--- config.mk ---
export PLATFORM = sky130hd
export DESIGN_NAME = note_event_master_flat
export DESIGN_NICKNAME = d
export VERILOG_FILES = /design/src/rtl/synth_ctrl_pkg.sv /design/src/rtl/note_event_master_if.sv /design/src/rtl/voice_allocator.sv /design/src/rtl/note_event_master.sv /design/src/flat_wrapper.sv
export SDC_FILE = /design/constraint.sdc
export NUM_CORES = 1
export LEC_CHECK = 0
export ABC_CLOCK_PERIOD_IN_PS = 2360
export BUFFER_PORTS_ARGS = -buffer_cell sky130_fd_sc_hd__buf_2
export CAP_MARGIN = 0
export CORE_MARGIN = 1.5
export CORE_UTILIZATION = 50
export CTS_CLUSTER_DIAMETER = 40
export DETAILED_ROUTE_END_ITERATION = 7
export GPL_TIMING_DRIVEN = 1
export PLACE_DENSITY = 0.74
export SLEW_MARGIN = 20
export SYNTH_ARGS = -nofsm -noshare
export SYNTH_HDL_FRONTEND = slang
export SYNTH_SLANG_ARGS = --single-unit
--- constraint.sdc ---
create_clock -name CLK -period 2.36 [get_ports CLK]
set_input_delay 0.472 -clock CLK [delete_from_list [all_inputs] [get_ports CLK]]
set_output_delay 0.472 -clock CLK [all_outputs]
set_load 0.005 [all_outputs]
--- src/rtl/synth_ctrl_pkg.sv ---
// Shared definitions for the synth control register map
// and the note event master.
package synth_ctrl_pkg;

  localparam logic [5:0] KEY_BASE_ADDR  = 6'd32;
  localparam logic [5:0] FREQ_BASE_ADDR = 6'd40;
  localparam logic [5:0] AMP1_BASE_ADDR = 6'd48;
  localparam logic [5:0] AMP0_BASE_ADDR = 6'd56;

  localparam int unsigned SHARED_REG_FIRST = 0;
  localparam int unsigned SHARED_REG_LAST  = 19;

  typedef logic [2:0] voice_t;

  typedef enum logic [2:0] {
    ST_IDLE,
    ST_ALLOC,
    ST_WR_KEYOFF,
    ST_WR_FREQ,
    ST_WR_AMP1,
    ST_WR_AMP0,
    ST_WR_KEYON,
    ST_OFF_HOLD
  } nem_state_t;

  typedef enum logic [1:0] {
    SEQ_FRESH,
    SEQ_RETRIG,
    SEQ_OFF,
    SEQ_NONE
  } seq_kind_t;

  function automatic logic [5:0] reg_addr(
    input logic [5:0] base,
    input voice_t     v
  );
    return base + {3'b000, v};
  endfunction

endpackage

--- src/rtl/note_event_master_if.sv ---
// Event stream and Avalon-MM write bus bundles
// for the note event master.
interface nem_ev_if;
  logic        EV_VALID;
  logic        EV_READY;
  logic        EV_ON;
  logic [6:0]  EV_NOTE;
  logic [15:0] EV_AMP1;
  logic [15:0] EV_AMP0;

  modport master (
    output EV_VALID, EV_ON, EV_NOTE,
    output EV_AMP1, EV_AMP0,
    input  EV_READY
  );
  modport slave (
    input  EV_VALID, EV_ON, EV_NOTE,
    input  EV_AMP1, EV_AMP0,
    output EV_READY
  );
endinterface

interface nem_avm_if;
  logic [5:0]  AVM_ADDR;
  logic [3:0]  AVM_BYTE_EN;
  logic        AVM_WRITE;
  logic        AVM_READ;
  logic        AVM_CS;
  logic [31:0] AVM_WRITEDATA;
  logic        AVM_WAITREQUEST;

  modport master (
    output AVM_ADDR, AVM_BYTE_EN, AVM_WRITE,
    output AVM_READ, AVM_CS, AVM_WRITEDATA,
    input  AVM_WAITREQUEST
  );
  modport slave (
    input  AVM_ADDR, AVM_BYTE_EN, AVM_WRITE,
    input  AVM_READ, AVM_CS, AVM_WRITEDATA,
    output AVM_WAITREQUEST
  );
endinterface

--- src/rtl/voice_allocator.sv ---
// Picks the target voice and write sequence for one event;
// owns the round-robin steal pointer.
module voice_allocator
  import synth_ctrl_pkg::*;
#(
  parameter int NUM_VOICES = 8
) (
  input  logic                  clk,
  input  logic                  rst_n,
  input  logic                  step,
  input  logic                  on,
  input  logic [6:0]            note,
  input  logic [NUM_VOICES-1:0] active,
  input  logic [6:0]            notes [NUM_VOICES],
  output voice_t                voice,
  output seq_kind_t             kind
);

  voice_t ptr;
  voice_t hit_v;
  voice_t free_v;
  logic   hit;
  logic   free;
  logic   steal;

  // Descending scan so the lowest index wins.
  always_comb begin
    hit    = 1'b0;
    hit_v  = '0;
    free   = 1'b0;
    free_v = '0;
    for (int i = NUM_VOICES - 1; i >= 0; i--) begin
      if (active[i] && notes[i] == note) begin
        hit   = 1'b1;
        hit_v = 3'(i);
      end
      if (!active[i]) begin
        free   = 1'b1;
        free_v = 3'(i);
      end
    end
  end

  assign steal = on && !hit && !free;

  always_comb begin
    voice = '0;
    kind  = SEQ_NONE;
    unique case (1'b1)
      on && hit: begin
        voice = hit_v;
        kind  = SEQ_RETRIG;
      end
      on && !hit && free: begin
        voice = free_v;
        kind  = SEQ_FRESH;
      end
      steal: begin
        voice = ptr;
        kind  = SEQ_RETRIG;
      end
      !on && hit: begin
        voice = hit_v;
        kind  = SEQ_OFF;
      end
      default: ;
    endcase
  end

  always_ff @(posedge clk or negedge rst_n) begin
    if (!rst_n) begin
      ptr <= '0;
    end else if (step && steal) begin
      ptr <= (ptr == 3'(NUM_VOICES - 1)) ? '0 : ptr + 3'd1;
    end
  end

endmodule

--- src/rtl/note_event_master.sv ---
// Turns note-on/off events into ordered Avalon-MM writes
// to the per-voice FREQ/AMP1/AMP0/KEY registers.
module note_event_master
  import synth_ctrl_pkg::*;
#(
  parameter int         NUM_VOICES = 8,
  parameter logic [5:0] KEY_BASE   = KEY_BASE_ADDR,
  parameter logic [5:0] FREQ_BASE  = FREQ_BASE_ADDR,
  parameter logic [5:0] AMP1_BASE  = AMP1_BASE_ADDR,
  parameter logic [5:0] AMP0_BASE  = AMP0_BASE_ADDR
) (
  input  logic                  CLK,
  input  logic                  RESET_N,
  nem_ev_if.slave               ev,
  nem_avm_if.master             avm,
  output logic [NUM_VOICES-1:0] VOICE_ACTIVE,
  output logic [15:0]           DROP_CNT
);

  nem_state_t            state;
  logic                  ready_q;
  logic                  wr_q;
  logic [5:0]            addr_q;
  logic [31:0]           data_q;
  logic                  on_q;
  logic [6:0]            note_q;
  logic [15:0]           amp1_q;
  logic [15:0]           amp0_q;
  voice_t                v_q;
  seq_kind_t             seq_q;
  logic [NUM_VOICES-1:0] active_q;
  logic [15:0]           drop_q;
  logic [6:0]            notes [NUM_VOICES];
  voice_t                alloc_v;
  seq_kind_t             alloc_kind;
  logic                  done;

  voice_allocator #(.NUM_VOICES(NUM_VOICES)) u_alloc (
    .clk    (CLK),
    .rst_n  (RESET_N),
    .step   (state == ST_ALLOC),
    .on     (on_q),
    .note   (note_q),
    .active (active_q),
    .notes  (notes),
    .voice  (alloc_v),
    .kind   (alloc_kind)
  );

  assign ev.EV_READY         = ready_q;
  assign avm.AVM_WRITE       = wr_q;
  assign avm.AVM_CS          = wr_q;
  assign avm.AVM_READ        = 1'b0;
  assign avm.AVM_BYTE_EN     = 4'hF;
  assign avm.AVM_ADDR        = addr_q;
  assign avm.AVM_WRITEDATA   = data_q;
  assign VOICE_ACTIVE        = active_q;
  assign DROP_CNT            = drop_q;
  assign done                = !avm.AVM_WAITREQUEST;

  always_ff @(posedge CLK or negedge RESET_N) begin
    if (!RESET_N) begin
      state    <= ST_IDLE;
      ready_q  <= 1'b0;
      wr_q     <= 1'b0;
      addr_q   <= '0;
      data_q   <= '0;
      on_q     <= 1'b0;
      note_q   <= '0;
      amp1_q   <= '0;
      amp0_q   <= '0;
      v_q      <= '0;
      seq_q    <= SEQ_NONE;
      active_q <= '0;
      drop_q   <= '0;
      for (int i = 0; i < NUM_VOICES; i++) notes[i] <= '0;
    end else begin
      unique case (state)
        ST_IDLE: begin
          if (ready_q && ev.EV_VALID) begin
            on_q    <= ev.EV_ON;
            note_q  <= ev.EV_NOTE;
            amp1_q  <= ev.EV_AMP1;
            amp0_q  <= ev.EV_AMP0;
            ready_q <= 1'b0;
            state   <= ST_ALLOC;
          end else begin
            ready_q <= 1'b1;
          end
        end
        ST_ALLOC: begin
          v_q   <= alloc_v;
          seq_q <= alloc_kind;
          unique case (alloc_kind)
            SEQ_FRESH: begin
              wr_q   <= 1'b1;
              addr_q <= reg_addr(FREQ_BASE, alloc_v);
              data_q <= {25'd0, note_q};
              state  <= ST_WR_FREQ;
            end
            SEQ_RETRIG, SEQ_OFF: begin
              wr_q   <= 1'b1;
              addr_q <= reg_addr(KEY_BASE, alloc_v);
              data_q <= '0;
              state  <= ST_WR_KEYOFF;
            end
            default: begin
              if (drop_q != 16'hFFFF) drop_q <= drop_q + 16'd1;
              ready_q <= 1'b1;
              state   <= ST_IDLE;
            end
          endcase
        end
        ST_WR_KEYOFF: if (done) begin
          if (seq_q == SEQ_OFF) begin
            active_q[v_q] <= 1'b0;
            wr_q          <= 1'b0;
            state         <= ST_OFF_HOLD;
          end else begin
            addr_q <= reg_addr(FREQ_BASE, v_q);
            data_q <= {25'd0, note_q};
            state  <= ST_WR_FREQ;
          end
        end
        ST_WR_FREQ: if (done) begin
          addr_q <= reg_addr(AMP1_BASE, v_q);
          data_q <= {16'd0, amp1_q};
          state  <= ST_WR_AMP1;
        end
        ST_WR_AMP1: if (done) begin
          addr_q <= reg_addr(AMP0_BASE, v_q);
          data_q <= {16'd0, amp0_q};
          state  <= ST_WR_AMP0;
        end
        ST_WR_AMP0: if (done) begin
          addr_q <= reg_addr(KEY_BASE, v_q);
          data_q <= 32'd1;
          state  <= ST_WR_KEYON;
        end
        ST_WR_KEYON: if (done) begin
          notes[v_q]    <= note_q;
          active_q[v_q] <= 1'b1;
          wr_q          <= 1'b0;
          ready_q       <= 1'b1;
          state         <= ST_IDLE;
        end
        // Release settles one cycle before the next event.
        ST_OFF_HOLD: begin
          ready_q <= 1'b1;
          state   <= ST_IDLE;
        end
        default: state <= ST_IDLE;
      endcase
    end
  end

endmodule

--- src/flat_wrapper.sv ---
// flat-port wrapper written by rule: the top's interface ports become plain ports
module note_event_master_flat import synth_ctrl_pkg::*;
#(
  parameter int         NUM_VOICES = 8,
  parameter logic [5:0] KEY_BASE   = KEY_BASE_ADDR,
  parameter logic [5:0] FREQ_BASE  = FREQ_BASE_ADDR,
  parameter logic [5:0] AMP1_BASE  = AMP1_BASE_ADDR,
  parameter logic [5:0] AMP0_BASE  = AMP0_BASE_ADDR
)
  (CLK, RESET_N, VOICE_ACTIVE, DROP_CNT, ev_EV_VALID, ev_EV_ON, ev_EV_NOTE, ev_EV_AMP1, ev_EV_AMP0, ev_EV_READY, avm_AVM_ADDR, avm_AVM_BYTE_EN, avm_AVM_WRITE, avm_AVM_READ, avm_AVM_CS, avm_AVM_WRITEDATA, avm_AVM_WAITREQUEST);
  nem_ev_if ev_i ();
  nem_avm_if avm_i ();
  input  logic CLK;
  input  logic RESET_N;
  output logic [NUM_VOICES-1:0] VOICE_ACTIVE;
  output logic [15:0] DROP_CNT;
  input wire logic [$bits(ev_i.EV_VALID)-1:0] ev_EV_VALID;
  input wire logic [$bits(ev_i.EV_ON)-1:0] ev_EV_ON;
  input wire logic [$bits(ev_i.EV_NOTE)-1:0] ev_EV_NOTE;
  input wire logic [$bits(ev_i.EV_AMP1)-1:0] ev_EV_AMP1;
  input wire logic [$bits(ev_i.EV_AMP0)-1:0] ev_EV_AMP0;
  output wire logic [$bits(ev_i.EV_READY)-1:0] ev_EV_READY;
  output wire logic [$bits(avm_i.AVM_ADDR)-1:0] avm_AVM_ADDR;
  output wire logic [$bits(avm_i.AVM_BYTE_EN)-1:0] avm_AVM_BYTE_EN;
  output wire logic [$bits(avm_i.AVM_WRITE)-1:0] avm_AVM_WRITE;
  output wire logic [$bits(avm_i.AVM_READ)-1:0] avm_AVM_READ;
  output wire logic [$bits(avm_i.AVM_CS)-1:0] avm_AVM_CS;
  output wire logic [$bits(avm_i.AVM_WRITEDATA)-1:0] avm_AVM_WRITEDATA;
  input wire logic [$bits(avm_i.AVM_WAITREQUEST)-1:0] avm_AVM_WAITREQUEST;
  assign ev_i.EV_VALID = ev_EV_VALID;
  assign ev_i.EV_ON = ev_EV_ON;
  assign ev_i.EV_NOTE = ev_EV_NOTE;
  assign ev_i.EV_AMP1 = ev_EV_AMP1;
  assign ev_i.EV_AMP0 = ev_EV_AMP0;
  assign ev_EV_READY = ev_i.EV_READY;
  assign avm_AVM_ADDR = avm_i.AVM_ADDR;
  assign avm_AVM_BYTE_EN = avm_i.AVM_BYTE_EN;
  assign avm_AVM_WRITE = avm_i.AVM_WRITE;
  assign avm_AVM_READ = avm_i.AVM_READ;
  assign avm_AVM_CS = avm_i.AVM_CS;
  assign avm_AVM_WRITEDATA = avm_i.AVM_WRITEDATA;
  assign avm_i.AVM_WAITREQUEST = avm_AVM_WAITREQUEST;
  note_event_master #(.NUM_VOICES(NUM_VOICES), .KEY_BASE(KEY_BASE), .FREQ_BASE(FREQ_BASE), .AMP1_BASE(AMP1_BASE), .AMP0_BASE(AMP0_BASE)) u_core (.CLK(CLK), .RESET_N(RESET_N), .ev(ev_i), .avm(avm_i), .VOICE_ACTIVE(VOICE_ACTIVE), .DROP_CNT(DROP_CNT));
endmodule
# Word-level counts from Yosys, hierarchy flattened
# Cells that the tools add are included.
# totals
in_bits,44
register_bits,171
# op_classes
mux,76
n_lt_le_gt_ge,4
n_reduce_logical,38
addsub,8
n_bitwise,6
n_eq_ne,31
# op_table
operator,n
32-bit two-way mux,5
32-bit one-hot mux with 5 select lines,1
3-bit two-way mux,24
32-bit one-hot mux with 2 select lines,1
56-bit bitwise mux,1
7-bit equality test,8
6-bit two-way mux,5
6-bit one-hot mux with 5 select lines,1
"6-bit by 3-bit adder with 6-bit output, first input constant",4
1-bit two-way mux,24
8-bit two-way mux,3
3-bit one-hot mux with 8 select lines,1
7-bit demux with 3-bit select,1
1-bit logical AND,17
"16-bit by 1-bit adder with 16-bit output, second input constant",1
"16-bit inequality test, second input constant",1
"2-bit inequality test, second input constant",8
8-bit one-hot mux with 2 select lines,1
"3-bit equality test, second input constant",5
6-bit one-hot mux with 2 select lines,1
3-bit one-hot mux with 3 select lines,1
8-bit AND,1
8-bit NOT,1
8-bit bitwise OR,1
36 further kinds,46

# Longest topological paths before layout
# Gate-level depths: netlist of the first run.
# logic_depth
depth_word,19
ltp_mapped,11
ltp_nobuf,8

# Modules after synthesis
# Synthesis of the first run repeated with hierarchy kept, for this count alone.
# hier_totals
hier_cells,631
area_unflattened_um2,7764.9
# modules_own_cells
module,seq_area_each_um2,cells_each,area_each_um2,instances
note_event_master,3806.2,493,6668.9,1
voice_allocator,75.1,138,1096.1,1

# Worst setup path before layout of the first run
# OpenSTA, ideal clock, no wires.
# synth_path
kind,in2reg
from,input port avm_AVM_WAITREQUEST
to,register u_core.notes[54] (netlist bit)
setup_time_ns,0.118
t_required_ns,2.242
arrival_time_ns,2.196
cell_stages,11
setup_slack_ns,0.046
path_cell_list,buf_4 clkinv_2 o2111ai_2 or2_1 or3_1 buf_2 or3_1 buf_2 buf_6 nand2_1 o21ai_2
# synth_between
elab_chain_cells,2
# synth_lines
element,line_no,rtl
"start, declared",flat_wrapper.sv:29,input wire logic [$bits(avm_i.AVM_WAITREQUEST)-1:0] avm_AVM_WAITREQUEST;
1-bit NOT (no line),n/a,
2-bit AND reduction (no line),n/a,
"end signal, assigned by index",note_event_master.sv:141,notes[v_q] <= note_q;
"end, declared",note_event_master.sv:33,logic [6:0] notes [NUM_VOICES];
# No other way between the ends.
# A chain may end at the register's enable or synchronous reset.

# Worst setup path after layout of the first run
# layout_path
from,register u_core.note_q[4]
to,register u_core.data_q[4] (netlist: u_core.avm.AVM_WRITEDATA[4])
# layout_between
elab_chain_cells,19
elab_cells_between_ends,42
classes_between,11 x eq/ne; 13 x mux; 18 x reduce/logical
# layout_lines
element,line_no,rtl
"start, declared",note_event_master.sv:26,logic [6:0] note_q;
"start signal, assigned",note_event_master.sv:82,note_q <= ev.EV_NOTE;
7-bit equality test,voice_allocator.sv:33,if (active[i] && notes[i] == note) begin
1-bit logical AND,voice_allocator.sv:33,
1-bit two-way mux (8 in series),voice_allocator.sv:33,
1-bit zero test,"voice_allocator.sv:44, voice_allocator.sv:54",
1-bit logical AND,"voice_allocator.sv:44, voice_allocator.sv:54",
1-bit logical AND,voice_allocator.sv:44,assign steal = on && !hit && !free;
2-bit OR reduction (no line),n/a,
2-bit one-hot mux with 3 select lines,voice_allocator.sv:49,unique case (1'b1)
2-bit by 1-bit equality test with 1-bit output or 2-bit equality test (tied branches),note_event_master.sv:94,unique case (alloc_kind)
2-bit OR reduction,n/a,
32-bit one-hot mux with 2 select lines or 3-bit by 1-bit inequality test with 1-bit output (tied branches),n/a,
32-bit one-hot mux with 5 select lines or 7-bit AND reduction (tied branches),n/a,
"end signal, assigned",note_event_master.sv:98,"data_q <= {25'd0, note_q};"
"end signal, assigned",note_event_master.sv:121,"data_q <= {25'd0, note_q};"
"end signal, assigned",note_event_master.sv:127,"data_q <= {16'd0, amp1_q};"
"end, declared",note_event_master.sv:24,logic [31:0] data_q;
# Several ways; a longest one is shown, not always the timed one. The select of a mux whose other input is x is not followed.

==> reports/metrics.csv, run 1 <==
metric;value;unit
Area Growth Syn to Fin;26.3;%
sequential fraction of design power;32.5;%
FF-to-FF path depth;9;
Worst Path Arrival;2740;ps
starting density of the core;51.4;%
Top Family by Delay on Critical Path;simple AND/OR/NAND/NOR gates;
Synth async-reset ratio;100;%
LEAKAGE;0.00468;uW
row count;45;
RD Place Congestion;0.867;
Final ANT Viol Nets;0;
sequential cell area;3880;um^2
first-pass iteration count of the detailed router;5;
max cap viols;0;
Placed Cells;992;
crit-path cells;buf_12, xnor2_1, nand4_1, nor2_4, nor4_4, and2_4, a21oi_4, bufbuf_16, mux2_4;
Final setup viols;17;
grt ovf;0;
H-tree Lvls;4;
crit path max fanout;8;
final period utilization;103;%
syn avg cell area;11.8;um^2
Period minus WS final;2420;ps
CP Class;reg -> reg;
area occupied by multi-input gates;3810;um^2
internal power;7930;uW
# port buffers;92;
clock network power share;23.4;%
Critical Path Sink Type;flip-flop;
# fillers;1067;
Hold Crit Class;in -> reg;
worst slew pin tran;964;ps
via count;5635;
post-route setup slack;-64.0;ps
delay of the slowest cell on the worst path;430;ps
Seq cells post-synth;155;
fmax;413;MHz
Comb pwr share;44.1;%
Worst Skew;12.3;ps
CTS Sinks;155;
DRC viols;0;
RSZ-0062 raised after global routing;true;
Final Non-Filler Cells;1039;
Slew Limit Fails;0;
synth unique cells;67;
First DRT Iteration DRCs;378;
failing checks;setup timing;
VDD IR max;704;uV
WHS Path Cells;2;
FF-to-FF setup slack;-60;ps
GR Util All Layers;23.2;%
synth warn;0;
final WL;18300;um
vias per inst;5.42;
Die Ht;128;um
number of synthesized flops with an enable pin;0;
cells after synthesis;667;
routed len/inst;17.6;um
Slowest cell on crit path;dfrtp_2;
setup_tns;-604;ps
# nets final;863;
status;complete, but fails checks;
CORE AREA;15300;um^2
Final Hold Fails;0;
Die Wd;128;um
P per Cell Area;1210;nW/um^2
Detail Placement HPWL;12600;um
CTS Buf Count;17;
clock latency on the worst-skew pair;430;ps
Worst-path clk slew;60;ps
final instance area;9900;um^2
layout cell share with drive strength beyond 1;44.3;%
pin count of the biggest net entering global routing;50;
sw frac;33.9;%
full die area;16500;um^2
post-synthesis instance area;7850;um^2
Rel. slew slack;35.4;%
Placement Cell Area;8820;um^2
ant diodes;0;
clock root buffer;clkbuf_16;
switching pwr;4060;uW
CP Depth;9;
Pwr Total;12000;uW
initial antenna violation count;0;
# IOs;114;
Buffers & Inverters on Critical Path;2;
Final Core Density;64.9;%
Main synth FF type;dfrtp_1;
Critical Path Start Type;flip-flop;
Clock Path Buffers;2;
vias in the first global route;5832;
critical path required time;2680;ps
first-pass GRT wire length;29500;um
sequential area share after synthesis;49.5;%
CTS tree;built;
## cell usage after synthesis, types with 3 or more instances
cell | instances | area [um^2]
a21oi_1 | 10 | 50.1
a22o_1 | 9 | 78.8
buf_1 | 3 | 11.3
buf_2 | 3 | 15.0
buf_4 | 33 | 248
buf_6 | 9 | 101
clkbuf_1 | 13 | 48.8
dfrtp_1 | 153 | 3830
ha_1 | 3 | 37.5
inv_1 | 14 | 52.6
mux2_1 | 4 | 45.0
mux2_2 | 85 | 957
mux2_4 | 17 | 255
mux2i_1 | 7 | 70.1
nand2_1 | 51 | 191
nand2b_1 | 3 | 18.8
nand3_1 | 7 | 35.0
nand4_1 | 21 | 131
nor2_1 | 30 | 113
nor2_2 | 4 | 25.0
nor3_1 | 9 | 45.0
nor3_2 | 4 | 40.0
o21ai_0 | 28 | 140
o21ai_2 | 7 | 61.3
o221ai_1 | 6 | 52.6
o31ai_1 | 3 | 22.5
or2_2 | 3 | 18.8
or3_1 | 5 | 31.3
xnor2_1 | 60 | 526
xor2_1 | 13 | 114
## flip-flops by register name, summed over array words and instances, names as in the netlist, named ones only
| name | count |
|---|---|
| u_core.DROP_CNT | 16 |
| u_core.amp0_q | 16 |
| u_core.amp1_q | 16 |
| u_core.avm.AVM_ADDR | 6 |
| u_core.avm.AVM_CS | 1 |
| u_core.avm.AVM_WRITEDATA | 16 |
| u_core.ev.EV_READY | 1 |
| u_core.note_q | 7 |
| u_core.notes | 56 |
| u_core.on_q | 1 |
| u_core.seq_q | 2 |
| u_core.state | 3 |
| u_core.u_alloc.ptr | 3 |
| u_core.v_q | 3 |
## power groups by stage
| stage | Clock (uW) | Sequential, uW | Combinational (uW) |
|---|---|---|---|
| CTS | 2840 | 3870 | 4980 |
| global placement | 0 | 3870 | 4390 |
| detailed placement | 0 | 3910 | 4530 |
| global route | 2960 | 3960 | 5690 |
| floorplan | 0 | 3730 | 3300 |
| finish | 2810 | 3890 | 5290 |
## kinds of logic (layout without fill, tap and decap cells)
logic type,Yosys count,count (layout),share of synthesized area [%]
buffers and inverters,77,219,6.19
and+or+nand+nor,156,156,10.7
AOI/OAI and AO/OA,87,87,7.83
adders and majority gates,4,4,0.606
DFF,155,155,49.5
muxes,113,113,16.9
xor gates and xnor gates,73,73,8.15
other,2,21,0.0957
## stage by stage
stage / setup slack [ps] / hold slack, ps
after floorplan: 46.1 / 176
after global placement: -14.8 / 370
after detailed placement: -78.3 / 377
after CTS: -10.9 / 261
after global routing: -143 / 265
final: -64.0 / 271
## final cells by class
type,instances,share of cell area (%)
flip-flops and latches,155,39.2
clock inverters,11,1.47
repair buffers,172,13.0
clock buffers,20,4.61
inverters,16,0.619
well taps,211,2.67
multi-input cells,454,38.4
## repair_timing
action,CTS,global route
hold endpoints to repair,28,0
hold buffers,1,0
setup endpoints to repair,21,67
resized for setup,19,40
pin swaps,7,18
buffers inserted,7,5
cloned,2,1
## worst register-to-register path, stage by stage, from the launching register on
cell and delay, ps:
dfrtp_2 430, buf_12 160, xnor2_1 220, nand4_1 230, nor2_4 190, nor4_4 80
and2_4 190, a21oi_4 220, bufbuf_16 310, mux2_4 290
## routing by layer
layer / routed length, um / GRT usage [%]
met1: 7810 / 29.5
met2: 9250 / 38.8
met3: 899 / 4.72
met4: 379 / 9.65
met5: 0 / 0
## final timing paths
path,startpoint,to
setup / recovery,u_core.note_q[4],u_core.avm.AVM_WRITEDATA[4]
hold / removal,ev_EV_AMP0[8],u_core.amp0_q[8]
setup reg to reg,u_core.note_q[4],u_core.avm.AVM_WRITEDATA[4]
hold reg to reg,u_core.avm.AVM_ADDR[5],u_core.avm.AVM_ADDR[5]
max in group asynchronous,RESET_N,u_core.amp1_q[1]
min in group asynchronous,RESET_N,u_core.DROP_CNT[9]
## cell usage in the layout (no fill, tap or decap), types with 4 or more instances in the layout
master / n
dfrtp_1: 151
buf_2: 91
mux2_2: 85
buf_4: 57
nand2_1: 51
xnor2_1: 49
o21ai_0: 27
nor2_1: 22
nand4_1: 21
conb_1: 21
clkbuf_16: 18
mux2_4: 17
inv_1: 14
xor2_1: 13
buf_6: 11
a21oi_1: 10
a22o_1: 9
xnor2_2: 9
buf_12: 9
nor2_2: 8
nand3_1: 7
mux2i_1: 7
o21ai_2: 7
nor3_2: 6
nor3_1: 5
nor2_4: 4
clkinv_2: 4
mux2_1: 4
Note: power is estimated with default switching activity, not from simulation.
==> run 2: changes to the inputs <==
- GPL_TIMING_DRIVEN: 1 -> 0
==> run 2 against run 1 <==
The run ends with hold timing, setup timing left. Via count increased by 5.6%. Clock-buffer cell count rose by 9. Sequential share of layout area shrank 1.2 points. Combinational power is 12% higher. Sequential cell count unchanged. Critical path type unchanged. Setup slack worse by 34 ps. Cell area is 3.0% higher.
==> reports/metrics.csv, run 2 (synthesis results as in run 1) <==
metric;value;unit;change
crit-path cells;buf_6, buf_4, xnor2_1, nand4_1, nor2_2, nor4_4, buf_4, buf_12, nand4_4, buf_8, buf_12, mux2_4;;
Slowest cell on crit path;dfrtp_1;;
pre-CTS WS;-377;ps;-298 ps
LEAKAGE;0.00481;uW;+2.8%
fmax;407;MHz;-1.4%
max cap viols;0;;unchanged
First DRT Iteration DRCs;429;;+13%
row count;45;;unchanged
post-route setup slack;-98.1;ps;-34.1 ps
starting density of the core;51.4;%;unchanged
Final Hold Fails;6;;+6
final period utilization;104;%;+1.4 points
Period minus WS final;2460;ps;+34.1 ps
initial antenna violation count;0;;unchanged
worst r2r src;u_core.note_q[0];;
Placement Cell Area;8670;um^2;-1.7%
Clock Path Buffers;2;;unchanged
sw frac;36.0;%;+2.1 points
ant diodes;0;;unchanged
first-pass GRT wire length;30800;um;+4.2%
Area Growth Syn to Fin;30.0;%;
Hold Crit Class;in -> async;;
Top reg by flops;u_core.notes;;
grt ovf;0;;unchanged
clock latency on the worst-skew pair;420;ps;about the same
delay of the slowest cell on the worst path;380;ps;-50 ps
Final ANT Viol Nets;0;;unchanged
reg2reg end;u_core.DROP_CNT[1];;
Die Ht;128;um;unchanged
CTS tree;built;;
CP Class;reg -> reg;;
status;complete, but fails checks;;
Buffers & Inverters on Critical Path;6;;+4
failing checks;hold timing, setup timing;;
crit path max fanout;7;;-1
CTS Buf Count;17;;unchanged
layout cell share with drive strength beyond 1;45.6;%;+1.3 points
internal power;7810;uW;-1.5%
CTS Sinks;155;;unchanged
Die Wd;128;um;unchanged
Placed Cells;989;;-0.30%
Rel. slew slack;51.3;%;+16 points
critical path required time;2660;ps;-20 ps
RSZ-0062 raised after global routing;true;;
GR Util All Layers;24.5;%;+1.3 points
Slew Limit Fails;0;;unchanged
switching pwr;4390;uW;+8.1%
Critical Path Start Type;flip-flop;;
VDD IR max;726;uV;+3.1%
setup_tns;-2050;ps;-1440 ps
Worst Path Arrival;2760;ps;+20 ps
CORE AREA;15300;um^2;unchanged
# nets final;889;;+3.0%
clock network power share;19.7;%;-3.7 points
P per Cell Area;1200;nW/um^2;-1.2%
DRC viols;0;;unchanged
worst slew pin tran;725;ps;-240 ps
vias in the first global route;5954;;+2.1%
pin count of the biggest net entering global routing;89;;+78%
Pwr Total;12200;uW;+1.7%
vias per inst;5.58;;+2.9%
FF-to-FF path depth;12;;+3
Final Non-Filler Cells;1066;;+2.6%
Detail Placement HPWL;12600;um;+0.52%
max FFs per register;56;;unchanged
# port buffers;91;;-1.1%
routed len/inst;19.1;um;+8.2%
most common cell after layout, fill and taps aside;dfrtp_1;;
most frequent cells in the layout;dfrtp_1 (153), buf_2 (92), mux2_2 (83);;
Critical Path Sink Type;flip-flop;;
final instance area;10200;um^2;+3.0%
clock root buffer;clkbuf_16;;
Worst Skew;7.10;ps;-5.24 ps
Top Family by Delay on Critical Path;buffers and inverters;;
final WL;20400;um;+11%
sequential fraction of design power;31.5;%;-1.0 points
full die area;16500;um^2;unchanged
# IOs;114;;unchanged
Comb pwr share;48.8;%;+4.7 points
first-pass iteration count of the detailed router;5;;unchanged
Worst-path clk slew;60;ps;about the same
Hold Slack;-17.4;ps;-288 ps
FF-to-FF setup slack;-100;ps;-30 ps
H-tree Lvls;4;;unchanged
via count;5951;;+5.6%
RD Place Congestion;0.864;;-0.44%
Final setup viols;45;;+28
==> run 2: worst max path at each step <==
stage	from	endpoint	depth (start not counted)
global route	u_core.note_q[4]	u_core.DROP_CNT[6]	13
detailed placement	u_core.note_q[0]	u_core.avm.AVM_WRITEDATA[11]	11
finish	u_core.note_q[0]	u_core.DROP_CNT[1]	12
global placement	RESET_N	u_core.avm.AVM_WRITEDATA[1]	1
CTS	u_core.note_q[5]	u_core.avm.AVM_WRITEDATA[11]	12
floorplan	avm_AVM_WAITREQUEST	u_core.notes[54]	11
==> run 2: metrics by stage <==
stage	utilization, %	hold WS, ps
finish	66.9	-17.4
global route	66.9	20.6
CTS	63.9	8.00
detailed placement	56.8	449
global placement	56.6	443
floorplan	-	176
==> run 2: area by class of cell <==
class                           instances  area, um^2
Inverter                               16        61.3
Timing Repair Buffer                  142        1040
Fill cell                            1049        5060
Tap cell                              211         264
Buffer                                 56         465
Clock buffer                           29         490
Sequential cell                       155        3880
Clock inverter                          3        17.5
Multi-Input combinational cell        454        3980
==> run 2: repair_timing <==
item	in CTS	in global routing
hold buffers	0	0
pin swaps	16	28
setup endpoints to repair	85	56
gates resized for setup	69	64
gates cloned	1	1
setup buffers	32	17
==> run 2: power by group through the flow <==
| stage | Sequential (uW) | Combinational, uW | Clock, uW |
|---|---|---|---|
| floorplan | 3730 | 3300 | 0 |
| global placement | 3790 | 4280 | 0 |
| detailed placement | 3830 | 4420 | 0 |
| CTS | 3800 | 5420 | 2420 |
| global route | 3920 | 6330 | 2550 |
| finish | 3840 | 5950 | 2400 |
==> run 2: routing by layer <==
layer  global-route usage, %  vias up  part of all wire (%)
met1                    30.8     2983                    40
met5                       0        -                     0
met4                    9.98        0                   2.8
met3                    5.68       58                   6.5
li1                        -     2650                     -
met2                    40.9      260                    51
==> run 2: worst reg2reg max path: cells and delay by family (launching register included) <==
kind	cells	cell delay, ps
muxes	1	300
buffers and inverters	6	910
xor gates and xnor gates	1	120
DFF	1	380
and+or+nand+nor	4	660
